File: config.mk
export PLATFORM = sky130hd
export DESIGN_NAME = ahb_dmem_slave_bridge
export DESIGN_NICKNAME = d
export VERILOG_FILES = /design/src/rtl/ahb_dmem_slave_bridge.sv
export SDC_FILE = /design/constraint.sdc
export NUM_CORES = 1
export LEC_CHECK = 0
export CAP_MARGIN = 25
export CORE_UTILIZATION = 37
export CTS_CLUSTER_DIAMETER = 80
export CTS_CLUSTER_SIZE = 12
export DETAILED_ROUTE_END_ITERATION = 7
export PLACE_DENSITY = 0.91
export SLEW_MARGIN = 10
export SYNTH_ARGS = -nofsm -noshare
export SYNTH_HDL_FRONTEND = slang
export SYNTH_SLANG_ARGS = --single-unit
File: constraint.sdc
create_clock -name clk -period 3.4 [get_ports clk]
set_clock_uncertainty 0.1 [all_clocks]
set_input_delay 1.02 -clock clk [delete_from_list [all_inputs] [get_ports clk]]
set_output_delay 1.02 -clock clk [all_outputs]
set_load 0.01 [all_outputs]
File: src/rtl/ahb_dmem_slave_bridge.sv
// AHB-Lite slave bridge to the word-wide data memory, with wait states and subword RMW.
// Optional DMEM_ERROR_RESP_EN adds ERROR responses for misaligned, oversize and out-of-range accesses.
module ahb_dmem_slave_bridge #(
  parameter int MEM_BYTES   = 1024,
  parameter int WAIT_STATES = 0
) (
  input  logic        clk,
  input  logic        reset,
  input  logic        HSEL,
  input  logic [31:0] HADDR,
  input  logic [1:0]  HTRANS,
  input  logic        HWRITE,
  input  logic [2:0]  HSIZE,
  input  logic [31:0] HWDATA,
  input  logic        HREADY,
  output logic [31:0] HRDATA,
  output logic        HREADYOUT,
  output logic        HRESP,
  output logic        mem_read,
  output logic        mem_write,
  output logic        mem_sel,
  output logic [31:0] address_ram,
  output logic [31:0] write_data,
  input  logic [31:0] read_data
);

  typedef enum logic [2:0] {
    IDLE,
    DATA,
    RMW_WR,
    ERR1,
    ERR2
  } state_t;

  localparam logic [31:0] ADDR_MASK = 32'(MEM_BYTES - 1);
  localparam logic [2:0]  WS        = 3'(WAIT_STATES);

  state_t      state;
  logic [31:0] addr_q;
  logic        write_q;
  logic [2:0]  size_q;
  logic [2:0]  cnt;
  logic [31:0] merge;
  logic [31:0] merged;
  logic [31:0] word_addr;
  logic [3:0]  lanes;
  logic        accept;
  logic        sub;
  logic        done;
  logic        access_err;

  assign accept    = HSEL & HREADY & HTRANS[1];
  assign sub       = (size_q == 3'b000) | (size_q == 3'b001);
  assign word_addr = {addr_q[31:2], 2'b00} & ADDR_MASK;

`ifdef DMEM_ERROR_RESP_EN
  assign access_err = (HSIZE > 3'b010)
                    | ((HSIZE == 3'b001) & HADDR[0])
                    | ((HSIZE == 3'b010) & (HADDR[1:0] != 2'b00))
                    | (HADDR >= 32'(MEM_BYTES));
`else
  assign access_err = 1'b0;
`endif

  always_comb begin
    lanes = 4'b0000;
    unique case (1'b1)
      size_q == 3'b000: lanes = 4'b0001 << addr_q[1:0];
      size_q == 3'b001: lanes = addr_q[1] ? 4'b1100 : 4'b0011;
      default:          lanes = 4'b0000;
    endcase
  end

  always_comb begin
    merged = read_data;
    for (int i = 0; i < 4; i++)
      if (lanes[i]) merged[8*i +: 8] = HWDATA[8*i +: 8];
  end

  // Cycles in which our data phase completes and a new address may land
  always_comb begin
    done = 1'b0;
    unique case (state)
      IDLE, ERR2, RMW_WR: done = 1'b1;
      DATA:    done = (cnt == 3'd0) & ~(write_q & sub);
      default: done = 1'b0;
    endcase
  end

  always_ff @(posedge clk or posedge reset) begin
    if (reset) begin
      state   <= IDLE;
      cnt     <= 3'd0;
      merge   <= 32'd0;
      addr_q  <= 32'd0;
      write_q <= 1'b0;
      size_q  <= 3'b000;
    end else if (done) begin
      if (accept) begin
        addr_q  <= HADDR;
        write_q <= HWRITE;
        size_q  <= HSIZE;
        cnt     <= access_err ? 3'd0 : WS;
        state   <= access_err ? ERR1 : DATA;
      end else begin
        state <= IDLE;
      end
    end else begin
      unique case (state)
        DATA: begin
          if (cnt != 3'd0) begin
            cnt <= cnt - 3'd1;
          end else begin
            merge <= merged;
            state <= RMW_WR;
          end
        end
        ERR1:    state <= ERR2;
        default: state <= IDLE;
      endcase
    end
  end

  always_comb begin
    HREADYOUT   = 1'b1;
    HRESP       = 1'b0;
    HRDATA      = 32'd0;
    mem_read    = 1'b0;
    mem_write   = 1'b0;
    address_ram = 32'd0;
    write_data  = 32'd0;
    unique case (state)
      DATA: begin
        address_ram = word_addr;
        if (cnt != 3'd0) begin
          HREADYOUT = 1'b0;
        end else if (!write_q) begin
          mem_read = 1'b1;
          HRDATA   = read_data;
        end else if (sub) begin
          mem_read  = 1'b1;
          HREADYOUT = 1'b0;
        end else begin
          mem_write  = 1'b1;
          write_data = HWDATA;
        end
      end
      RMW_WR: begin
        address_ram = word_addr;
        mem_write   = 1'b1;
        write_data  = merge;
      end
      ERR1: begin
        HREADYOUT = 1'b0;
        HRESP     = 1'b1;
      end
      ERR2:    HRESP = 1'b1;
      default: HREADYOUT = 1'b1;
    endcase
  end

  assign mem_sel = mem_read | mem_write;

endmodule
==> impl_metrics.yaml <==
timing:
  slew_viol_final: 0
  report.final.setup_viol: 0
  worst_slew_pin_slew_ps: 967
  final.setup.tns_ps: 0
  post-route-period-util_pct: 98.0
  finalCriticalPeriod_ps: 3330
  timing.final.hold_violations: 0
  max-slew-margin-rel_pct: 35.2
  grt_setup_unrepaired: "false"
  maxClockFrequency_ghz: 0.300
synthesis:
  synth-edff-count: 0
  dominantRegCellSynth: "dfrtp_1"
  synth-seq-cells: 52
  syn-cell-area_mm2: 0.00325
  syn_avg_cell_area_um2: 9.82
  post_synth_and_or_nand_nor_area_fraction_pct: 18.2
  synth-seq-area-share_pct: 40.0
  synth.yosys.warnings: 0
  largest_family_of_logic_cells_by_synthesized_area: "simple AND/OR/NAND/NOR gates"
  netlist_instances: 331
  yosysUniqueCellTypes: 39
  synth-async-reset-ratio_pct: 100
  post_synth_fa_ha_maj_area_fraction_pct: 0.770
  yosys-mux-area-fraction_pct: 14.7
  synth_xor_area_share_pct: 0.269
  synth_compound_gate_area_share_pct: 16.1
cells_and_area:
  drive_above_1_share_pct: 9.11
  area_growth_syn_to_layout_pct: 51.3
  antenna_cells: 0
  most_frequent_standard_cell_in_the_layout_excluding_fill_and_tap_cells: "clkdlybuf4s50_1"
  most-common-layout-cells: "clkdlybuf4s50_1 (93), dlygate4sd2_1 (62), dfrtp_1 (52), and2_1 (41), nor2_1 (38)"
  final_nets: 591
grt:
  first_global_vias: 2895
  grt_start_max_net_pins: 66
  wire_length_of_the_first_global_routing_pass_um: 13800
  global_route.overflow_total: 0
  antenna_found_initial: 0
  groute.usage.overall_pct: 19.5
run_status:
  outcome: "finished clean"
critical_path:
  critical_path_arrival_ps: 2210
  timing_worst_setup_path_type: "reg -> out"
  worstRegToRegCells: 8
  timing.critical_path.fanout_max: 33
  start_kind: "flop"
  worst-endpoint-required_ps: 2280
  worst_setup_path_end_kind: "primary output"
floorplanning:
  die_area_mm2: 0.00917
  io-pin-count: 207
  num_rows: 33
  fp.dieW_um: 95.8
  design.core.area_mm2: 0.00834
  initial_core_util_pct: 39.0
  die_height_um: 95.8
routing:
  drc: 0
  vias: 2944
  detail-route-antenna-nets: 0
  drt-wirelength-per-cell_um: 15.3
  drt_first_pass_iters: 4
  drt_iter0_drc: 84
  avgViaCountPerCell: 5.01
  finalWirelength_um: 9000
clock_tree:
  cts_tree: "done"
  worst_skew_pair.late_latency_ps: 300
  max-clock-path-buffers: 2
  cts_inserted_buffers: 5
  clock_sink_count: 52
  root_buffer: "clkbuf_8"
  h-tree-depth: 2
  clk_transition_reported_paths_ps: 100
  cts_hold_repair.buffers: 0
flow_run:
  drv.max_cap_violation_count: 0
hold_path:
  min_delay_path_depth: 1
  worstHoldPathType: "reg -> reg"
placement:
  count_of_buffers_from_port_buffering: 159
  gpl_wtd_cong: 0.801
  place.detailed.hpwl_um: 6660
pwr:
  irDropWorstVdd_uv: 309
  power_leakage_nw: 2.39
  post-layout-total-power_w: 0.00265
  power-per-cell-area_mw_per_mm2: 539
[synth_stat cells (2+ instances only)]
cell type,number,area (um^2)
dfrtp_1,52,1300
ha_1,2,25.0
clkbuf_2,6,30.0
mux2_4,6,90.1
a21oi_1,34,170
a211oi_1,2,15.0
clkbuf_1,3,11.3
and3_1,2,12.5
nor2_1,39,146
mux2i_1,32,320
nand3_1,2,10.0
o21ai_0,2,10.0
a22o_1,34,298
buf_4,26,195
inv_1,4,15.0
mux2_2,6,67.6
buf_2,11,55.1
nor3b_1,2,15.0
and2_1,41,257
nand2_1,3,11.3
nand2b_1,2,12.5
or2_2,3,18.8
[cells by family after synthesis]
group	Yosys count
AND/OR/NAND/NOR	105
adder cells (fa/ha/maj)	2
XOR/XNOR	1
buffers and inverters	51
other	1
multiplexers	44
flip-flops	52
AO/OA/AOI/OAI	75
[worst max-delay path: stages, from the launching register on]
cell             delay, ps
dfrtp_1                350
inv_1                   40
ha_1                   190
ha_1                   190
and4bb_2               240
and3_4                 170
buf_12                 160
or2_2                  310
clkdlybuf4s15_1        240
[report_power, final]
part	switching, W	internal (W)	leakage, nW
registers	0.000164	0.000870	0.548
logic	0.000571	0.000664	1.79
clock network	0.000201	0.000182	0.0503
total	0.000936	0.00172	2.39
[routing by layer]
| layer | vias up | share of wire (%) | track usage [%] |
|---|---|---|---|
| li1 | 1406 | - | - |
| met2 | 105 | 53 | 36.6 |
| met5 | - | 0 | 0 |
| met4 | 0 | 0.81 | 3.73 |
| met1 | 1427 | 39 | 22.7 |
| met3 | 6 | 7.3 | 4.50 |
[worst paths after layout]
check	from	end	slack, ps
worst max-delay path	cnt[0]	mem_write	70
min in group asynchronous	reset	merge[6]	780
worst max register to register	cnt[1]	addr_q[7]	1170
worst min-delay path	addr_q[6]	addr_q[6]	400
max in group asynchronous	reset	merge[5]	1960
worst min register to register	addr_q[6]	addr_q[6]	400
[per-stage QoR]
step	setup WS [ps]	utilization (%)	hold slack, ps	cell area (um^2)	cells
floorplan	532	-	358	3340	354
global placement	87.2	58.4	381	4870	580
detailed placement	57.8	58.4	388	4870	580
CTS	11.7	58.9	410	4910	588
global route	0.890	59.0	429	4920	588
finish	68.6	59.0	405	4920	588
[registers in the layout, indices dropped and copies added (netlist names)]
register and count:
state 3, merge 32, cnt 3, addr_q 10, write_q 1, size_q 3
[final cells by class]
cell class,count,area [um^2]
inverters,4,15.0
repair buffers,169,1620
well taps,105,131
clock buffers,7,96.3
flip-flops and latches,52,1300
fillers,753,3420
multi-input cells,251,1760
[what timing repair did]
| item | CTS | global route |
|---|---|---|
| endpoints found under the setup margin | 66 | 4 |
| gates cloned | 0 | 0 |
| resized for setup | 68 | 4 |
| setup buffers | 1 | 0 |
No activity file was read; power rests on OpenSTA's default activity.
